File: src/rtl/uart_pkg_d.sv
// rtl/uart_pkg_d.sv - shared UART types, constants and helper functions
package uart_pkg_d;

  localparam int DATA_BITS = 8;

  typedef enum logic [2:0] {
    IDLE,
    START,
    DATA,
    PARITY,
    STOP,
    RESULT
  } rx_state_t;

  // Even parity: the parity bit equals the XOR of all data bits.
  function automatic logic even_parity(input logic [DATA_BITS-1:0] d);
    return ^d;
  endfunction

  // Oversample prescaler divisor, rounded down.
  function automatic int calc_div(input int clk_freq, input int baud, input int os);
    return clk_freq / (baud * os);
  endfunction

endpackage

File: src/rtl/receiver_d_baudgen.sv
// rtl/receiver_d_baudgen.sv - oversample prescaler with synchronous clear
module BaudGenOS_d #(
  parameter int DIV = 27
) (
  input  logic clock,
  input  logic reset,
  input  logic clear,
  output logic baud_tick
);

  localparam int CW = (DIV > 1) ? $clog2(DIV) : 1;

  logic [CW-1:0] cnt;

  // Count 0..DIV-1; clear realigns the tick phase to a start edge.
  always_ff @(posedge clock) begin
    if (reset || clear) begin
      cnt <= '0;
    end else if (cnt == CW'(DIV - 1)) begin
      cnt <= '0;
    end else begin
      cnt <= cnt + 1'b1;
    end
  end

  assign baud_tick = (cnt == CW'(DIV - 1));

endmodule

File: src/rtl/receiver_d.sv
// rtl/receiver_d.sv - UART receiver, 8E1 frames, 16x oversampled mid-bit sampling
module receiver_d
  import uart_pkg_d::*;
#(
  parameter int CLK_FREQ    = 50_000_000,
  parameter int BAUD        = 115200,
  parameter int OVERSAMPLE  = 16,
  parameter int SYNC_STAGES = 2
) (
  input  logic                 clock,
  input  logic                 reset,
  input  logic                 data_rx,
  output logic [DATA_BITS-1:0] data_out,
  output logic                 data_valid,
  output logic                 parity_error,
  output logic                 framing_error,
  output logic                 active_flag,
  output logic                 done_flag
);

  localparam int DIV   = calc_div(CLK_FREQ, BAUD, OVERSAMPLE);
  localparam int SW    = $clog2(OVERSAMPLE);
  localparam int IDX_W = $clog2(DATA_BITS);
  localparam logic [SW-1:0] MID = SW'(OVERSAMPLE / 2 - 1);

  logic [SYNC_STAGES-1:0] sync_q;
  logic [SYNC_STAGES-1:0] fill_q;
  logic                   rx_s;
  logic                   fill_done;
  logic                   rx_prev;
  logic                   arm_ok;
  logic                   start_edge;
  logic                   tick;
  logic                   mid_tick;
  logic [SW-1:0]          s_cnt;
  logic [IDX_W-1:0]       bit_idx;
  logic [DATA_BITS-1:0]   shift_q;
  logic                   p_rx;
  rx_state_t              state;
  rx_state_t              state_nx;

  // Synchroniser; fill_q marks when the chain holds only real line samples.
  always_ff @(posedge clock) begin
    if (reset) begin
      sync_q <= '1;
      fill_q <= '0;
    end else begin
      sync_q <= {sync_q[SYNC_STAGES-2:0], data_rx};
      fill_q <= {fill_q[SYNC_STAGES-2:0], 1'b1};
    end
  end

  assign rx_s      = sync_q[SYNC_STAGES-1];
  assign fill_done = fill_q[SYNC_STAGES-1];

  // Edge history and arming: a start is only accepted after a genuine idle high.
  always_ff @(posedge clock) begin
    if (reset) begin
      rx_prev <= 1'b1;
      arm_ok  <= 1'b0;
    end else begin
      rx_prev <= rx_s;
      if (state == STOP && mid_tick && !rx_s) begin
        arm_ok <= 1'b0;
      end else if (fill_done && rx_s) begin
        arm_ok <= 1'b1;
      end
    end
  end

  assign start_edge = (state == IDLE) && arm_ok && rx_prev && !rx_s;

  BaudGenOS_d #(
    .DIV(DIV)
  ) u_baudgen (
    .clock    (clock),
    .reset    (reset),
    .clear    (start_edge),
    .baud_tick(tick)
  );

  // Sample counter wraps every bit; mid-bit is a fixed phase after the start edge.
  always_ff @(posedge clock) begin
    if (reset || start_edge) begin
      s_cnt <= '0;
    end else if (tick) begin
      s_cnt <= s_cnt + 1'b1;
    end
  end

  assign mid_tick = tick && (s_cnt == MID);

  // State register.
  always_ff @(posedge clock) begin
    if (reset) begin
      state <= IDLE;
    end else begin
      state <= state_nx;
    end
  end

  // Next-state and status outputs.
  always_comb begin
    state_nx    = state;
    data_valid  = 1'b0;
    done_flag   = 1'b0;
    active_flag = 1'b0;
    case (state)
      IDLE: begin
        if (start_edge) state_nx = START;
      end
      START: begin
        active_flag = 1'b1;
        if (mid_tick) state_nx = rx_s ? IDLE : DATA;
      end
      DATA: begin
        active_flag = 1'b1;
        if (mid_tick && bit_idx == IDX_W'(DATA_BITS - 1)) state_nx = PARITY;
      end
      PARITY: begin
        active_flag = 1'b1;
        if (mid_tick) state_nx = STOP;
      end
      STOP: begin
        active_flag = 1'b1;
        if (mid_tick) state_nx = RESULT;
      end
      RESULT: begin
        data_valid = 1'b1;
        done_flag  = 1'b1;
        state_nx   = IDLE;
      end
      default: state_nx = IDLE;
    endcase
  end

  // Datapath: shift data LSB first, capture parity, publish result at the stop sample.
  always_ff @(posedge clock) begin
    if (reset) begin
      bit_idx       <= '0;
      shift_q       <= '0;
      p_rx          <= 1'b0;
      data_out      <= '0;
      parity_error  <= 1'b0;
      framing_error <= 1'b0;
    end else if (mid_tick) begin
      case (state)
        START:  bit_idx <= '0;
        DATA: begin
          shift_q <= {rx_s, shift_q[DATA_BITS-1:1]};
          bit_idx <= bit_idx + 1'b1;
        end
        PARITY: p_rx <= rx_s;
        STOP: begin
          data_out      <= shift_q;
          parity_error  <= (p_rx != even_parity(shift_q));
          framing_error <= !rx_s;
        end
        default: ;
      endcase
    end
  end

endmodule
File: config.mk
export PLATFORM = sky130hd
export DESIGN_NAME = receiver_d
export DESIGN_NICKNAME = d
export VERILOG_FILES = /design/src/rtl/uart_pkg_d.sv /design/src/rtl/receiver_d_baudgen.sv /design/src/rtl/receiver_d.sv
export SDC_FILE = /design/constraint.sdc
export NUM_CORES = 1
export LEC_CHECK = 0
export CORE_ASPECT_RATIO = 2
export CORE_MARGIN = 3
export CORE_UTILIZATION = 50
export CTS_CLUSTER_DIAMETER = 60
export DETAILED_ROUTE_END_ITERATION = 16
export GPL_TIMING_DRIVEN = 0
export PLACE_DENSITY = 0.73
export REMOVE_ABC_BUFFERS = 1
export SYNTH_ARGS = -nofsm -noshare
export SYNTH_HDL_FRONTEND = slang
export SYNTH_SLANG_ARGS = --single-unit
File: constraint.sdc
create_clock -name clock -period 1.9 [get_ports clock]
set_clock_uncertainty 0.2 [all_clocks]
set_input_delay 0.38 -clock clock [delete_from_list [all_inputs] [get_ports clock]]
set_output_delay 0.38 -clock clock [all_outputs]
set_load 0.01 [all_outputs]
; Word-level counts from Yosys, hierarchy flattened
; Index checks and enable logic that the tools add are counted.
[word_totals]
elab_cells = 63
ff_bits = 40
[op_classes]
reduce_logical = 21
addsub = 3
eq_ne = 14
muxes = 11
[ops]
columns = op, n
row1 = 3-bit 2-to-1 mux, 5
row2 = 3-bit one-hot mux with 5 select lines, 1
row3 = "2-bit inequality test, second input constant", 5
row4 = "3-bit equality test, second input constant", 3
row5 = 1-bit logical AND, 8
row6 = 2-bit AND reduction, 4
row7 = 8-bit parity, 1
row8 = "3-bit by 2-bit equality test with 1-bit output, second input constant", 2
row9 = 3-bit one-hot mux with 2 select lines, 1
row10 = "5-bit by 1-bit adder with 5-bit output, second input constant", 1
row11 = "5-bit equality test, second input constant", 1
row12 = 5-bit AND reduction, 1
row13 = "4-bit by 1-bit adder with 4-bit output, second input constant", 1
row14 = "4-bit by 3-bit equality test with 1-bit output, second input constant", 1
row15 = 2-bit OR reduction, 2
row16 = 4-bit OR reduction, 1
row17 = "3-bit by 1-bit adder with 3-bit output, second input constant", 1
row18 = "3-bit by 1-bit equality test with 1-bit output, second input constant", 1
row19 = 3-bit zero test, 1
row20 = 1-bit 2-to-1 mux, 3
row21 = 2-bit 2-to-1 mux, 1
row22 = 2-bit nonzero test, 1
row23 = 1-bit zero test, 1
row24 = 1-bit logical OR, 1
row25 = 1-bit inequality test, 1

; Longest topological paths before layout
; Gate-level depths: netlist of run 1.
[logic_depth]
depth_word = 6
mapped_depth = 8
ltp_nobuf = 6

; By module
; Synthesis of run 1 repeated with hierarchy kept, for this count alone.
[hier_totals]
hier_cells = 184
hier_area_um2 = 1704.1
[modules_own_cells]
columns = module, n_inst, area_per_inst_um2, cells_per_inst
row1 = receiver_d, 1, 1498.9, 164
row2 = BaudGenOS_d, 1, 205.2, 20

; Worst setup path before layout of run 1
; OpenSTA, ideal clock, no wires.
[synth_path]
path_type = register to register
start = reg u_baudgen.cnt[0]
end = reg shift_q[0]
n_path_buf = 2
setup_slack_ps = 136
path_stages_with_launch = 9
t_arrival_ps = 1436
cell_sequence = dfxtp_1 -> inv_1 -> ha_1 -> and4b_1 -> buf_6 -> and4_4 -> buf_12 -> mux2i_1 -> nor2_1
[synth_between]
elab_chain_cells = 3
[synth_lines]
columns = element, line
row1 = start: declaration, receiver_d_baudgen.sv:13  ; logic [CW-1:0] cnt;
row2 = start signal: assignment, receiver_d_baudgen.sv:22  ; cnt <= cnt + 1'b1;
row3 = 5-bit equality test, receiver_d_baudgen.sv:26  ; assign baud_tick = (cnt == CW'(DIV - 1));
row4 = 1-bit logical AND, receiver_d.sv:91  ; assign mid_tick = tick && (s_cnt == MID);
row5 = 2-bit AND reduction (no source line), -
row6 = end signal: assignment, receiver_d.sv:150  ; shift_q <= {rx_s, shift_q[DATA_BITS-1:1]};
row7 = end: declaration, receiver_d.sv:37  ; logic [DATA_BITS-1:0] shift_q;
; No other way between the ends.
; A chain may end at the register's enable or synchronous reset.

; Worst setup path after layout of run 1
[layout_path]
start = reg state[0]
end = out data_valid
[layout_between]
elab_chain_cells = 2
[layout_lines]
columns = element, line
row1 = start: declaration, receiver_d.sv:39  ; rx_state_t state;
row2 = start signal: assignment, receiver_d.sv:98  ; state <= state_nx;
row3 = 3-bit equality test, receiver_d.sv:108  ; case (state)
row4 = 1-bit 2-to-1 mux, receiver_d.sv:108
row5 = end: declaration, receiver_d.sv:14  ; output logic data_valid,
; No other way between the ends.

==> key figures, run 1 <==
Run status
  – Status: complete, no violations

Floorplan
  – Initial core utilization: 52.5%
  – Die Width: 48.4 um
  – Total die area: 4390 um^2
  – Core Area: 3420 um^2
  – # IOs: 16
  – Die Span Y: 90.7 um
  – Number of placement rows: 30

Synth
  – Primary FF master, synth: dfxtp_1
  – EDFF count, synth: 0
  – Post-synthesis sequential area ratio: 44.6%
  – Mean post-synth cell area: 10.1 um^2
  – Synthesized flop and latch total: 40
  – Post-synth ARST share: 0%
  – Synthesized area: 1790 um^2
  – Cells after synthesis: 178
  – Count of cell types in the netlist: 40
  – Synth Warn #: 0

Placed design
  – Half-perimeter wire length after placement: 2.40 mm
  – Setup WS pre-CTS: -0.683 ns
  – # port buffers: 15
  – GP Congestion: 0.745
  – Placed Cells: 231

Detailed routing
  – Vias/cell: 5.30
  – DR DRC count: 0
  – Final WL: 3.61 mm
  – Post-route ant nets: 0
  – Vias: 1320
  – Drt first-iter violations: 21
  – First drt pass iteration count: 5
  – Wirelength per Cell: 14.5 um

Finish
  – Final Non-Filler Cells: 249
  – Most common cell after layout, fill and taps aside: dfxtp_1
  – Final net count: 208
  – Layout cells sized above 1: 20.9%
  – ANT cells: 0
  – Area growth, synth to finish: 19.2%
  – Most frequent cells in the layout: dfxtp_1 (34), nor2_1 (26), mux2i_1 (17)
  – Filler cells: 275

Clocking
  – CTS max path bufs: 2
  – H-tree Lvls: 2
  – Clock Latency Late Sink: 0.29 ns
  – CTS clk-pin slew, worst paths: 0.08 ns
  – Root buffer cell: clkbuf_8
  – Clock buffer count from CTS: 5
  – CTS hold repair buffers: 0
  – Clock sink count: 40
  – CTS tree: built

GRT
  – Total track usage: 17.0%
  – Initial antenna violation count: 0
  – First-pass GRT wire length: 5.83 mm
  – Largest net degree at the start of global routing: 34
  – Number of global-route vias before repair: 1319
  – Grt ovf: 0

Hold path
  – Hold crit path type: reg -> reg

Critical path
  – Crit path DAT: 1.30 ns
  – Critical path type: reg -> out
  – Startpoint class of the critical path: flip-flop
  – Crit Path Max Fanout: 4
  – CP endpoint kind: primary output
  – Req. time, crit path: 1.32 ns

Power and ir drop
  – Pwr Total: 1.58 mW
  – Maximum VDD drop: 0.000615 V
  – Leakage: 0.883 nW
  – PwrDens: 739 nW/um^2

Timing
  – FMAX: 0.532 GHz
  – Final hold viol count: 0
  – Fin crit period: 1.88 ns
  – Fin crit share: 98.9%
  – Fin. max-slew vios: 0
  – Setup TNS: 0 ns
  – Finish-stage setup viols: 0
  – RSZ-0062 raised after global routing: true
  – Setup WS post-layout: 0.0215 ns
  – Worst-Margin Slew: 0.597 ns
  – Slew HR: 60.2%

Run
  – # Max-Cap Violations: 0
-- flip-flops by register name, indices dropped and copies added (netlist names), 2 cells and up --
name           flops
data_out           8
shift_q            8
u_baudgen.cnt      5
s_cnt              4
bit_idx            3
state              3
fill_q             2
sync_q             2
-- critical path: stages, from the launching register on --
cell and delay (ns):
dfxtp_4 0.36, buf_4 0.10, inv_1 0.07, nor3b_2 0.21
clkdlybuf4s15_1 0.26
-- synthesized netlist by cell type (3+ instances only) --
master    count  area [um^2]
a21oi_1      10         50.1
buf_4         3         22.5
dfxtp_1      40          801
ha_1          5         62.6
inv_1         4         15.0
mux2i_1      17          170
nand2_1       9         33.8
nand2b_1      5         31.3
nand3_1       5         25.0
nor2_1       26         97.6
nor3b_1       4         30.0
nor4_1        3         18.8
or2_2         3         18.8
xnor2_1       7         61.3
xor2_1        5         43.8
-- metal layers --
metal	up-vias	part of all wire, %	GRT usage, %
met5	-	0	0
li1	647	-	-
met1	627	38	16.9
met2	31	53	29.8
met3	15	3.3	4.46
met4	0	5.4	12.1
-- metrics by stage --
step	util, %	cell area (um^2)	hold WS (ns)
2_1_floorplan	-	1690	0.189
3_3_place_gp	55.7	1900	0.192
3_5_place_dp	55.7	1900	0.202
4_1_cts	60.5	2070	0.220
5_1_grt	62.6	2140	0.237
6_report	62.6	2140	0.210
-- layout make-up --
class                           count  area (um^2)  area share [%]
Multi-Input combinational cell    125          942            44.0
Sequential cell                    40          813            38.0
Timing Repair Buffer               24          215            10.1
Clock buffer                        7         86.3            4.04
Tap cell                           48         60.1            2.81
Inverter                            4         15.0           0.702
Clock inverter                      1         7.51           0.351
-- cell families after synthesis --
| logic type | Yosys count | share of synthesized area, % |
|---|---|---|
| adder cells (fa/ha/maj) | 5 | 3.49 |
| flip-flops | 40 | 44.6 |
| XOR/XNOR | 13 | 7.11 |
| AO/OA/AOI/OAI | 18 | 6.28 |
| multiplexers | 17 | 9.48 |
| AND/OR/NAND/NOR | 71 | 22.5 |
| buffers and inverters | 14 | 6.48 |
-- where the power goes --
group | leakage [nW] | switching (mW) | internal, mW | total, mW
clock | 0.0445 | 0.285 | 0.295 | 0.579
combinational | 0.512 | 0.0706 | 0.0608 | 0.131
sequential | 0.327 | 0.0146 | 0.855 | 0.870
-- worst paths after layout --
kind	start	to	slack, ns	cells past startpoint
max	state[0]	data_valid	0.02	4
min	sync_q[0]	sync_q[1]	0.21	1
max reg2reg	s_cnt[1]	p_rx	0.09	5
min reg2reg	sync_q[0]	sync_q[1]	0.21	1
-- repair_timing --
action	CTS	global route
setup endpoints to repair	35	25
setup buffers	7	1
pin swaps	3	6
cloned	1	1
resized for setup	16	16
endpoints found under the hold margin	0	0
Note: power is estimated with default switching activity, not from simulation.
==> run 2, diff against run 1 <==
--- a/config.mk
+++ b/config.mk
@@ -5,6 +5,7 @@
 export SDC_FILE = /design/constraint.sdc
 export NUM_CORES = 1
 export LEC_CHECK = 0
+export ABC_CLOCK_PERIOD_IN_PS = 1900
 export CORE_ASPECT_RATIO = 2
 export CORE_MARGIN = 3
 export CORE_UTILIZATION = 50
==> results of run 2 <==
The final DEF is identical to that of run 1; final timing and power are the same.
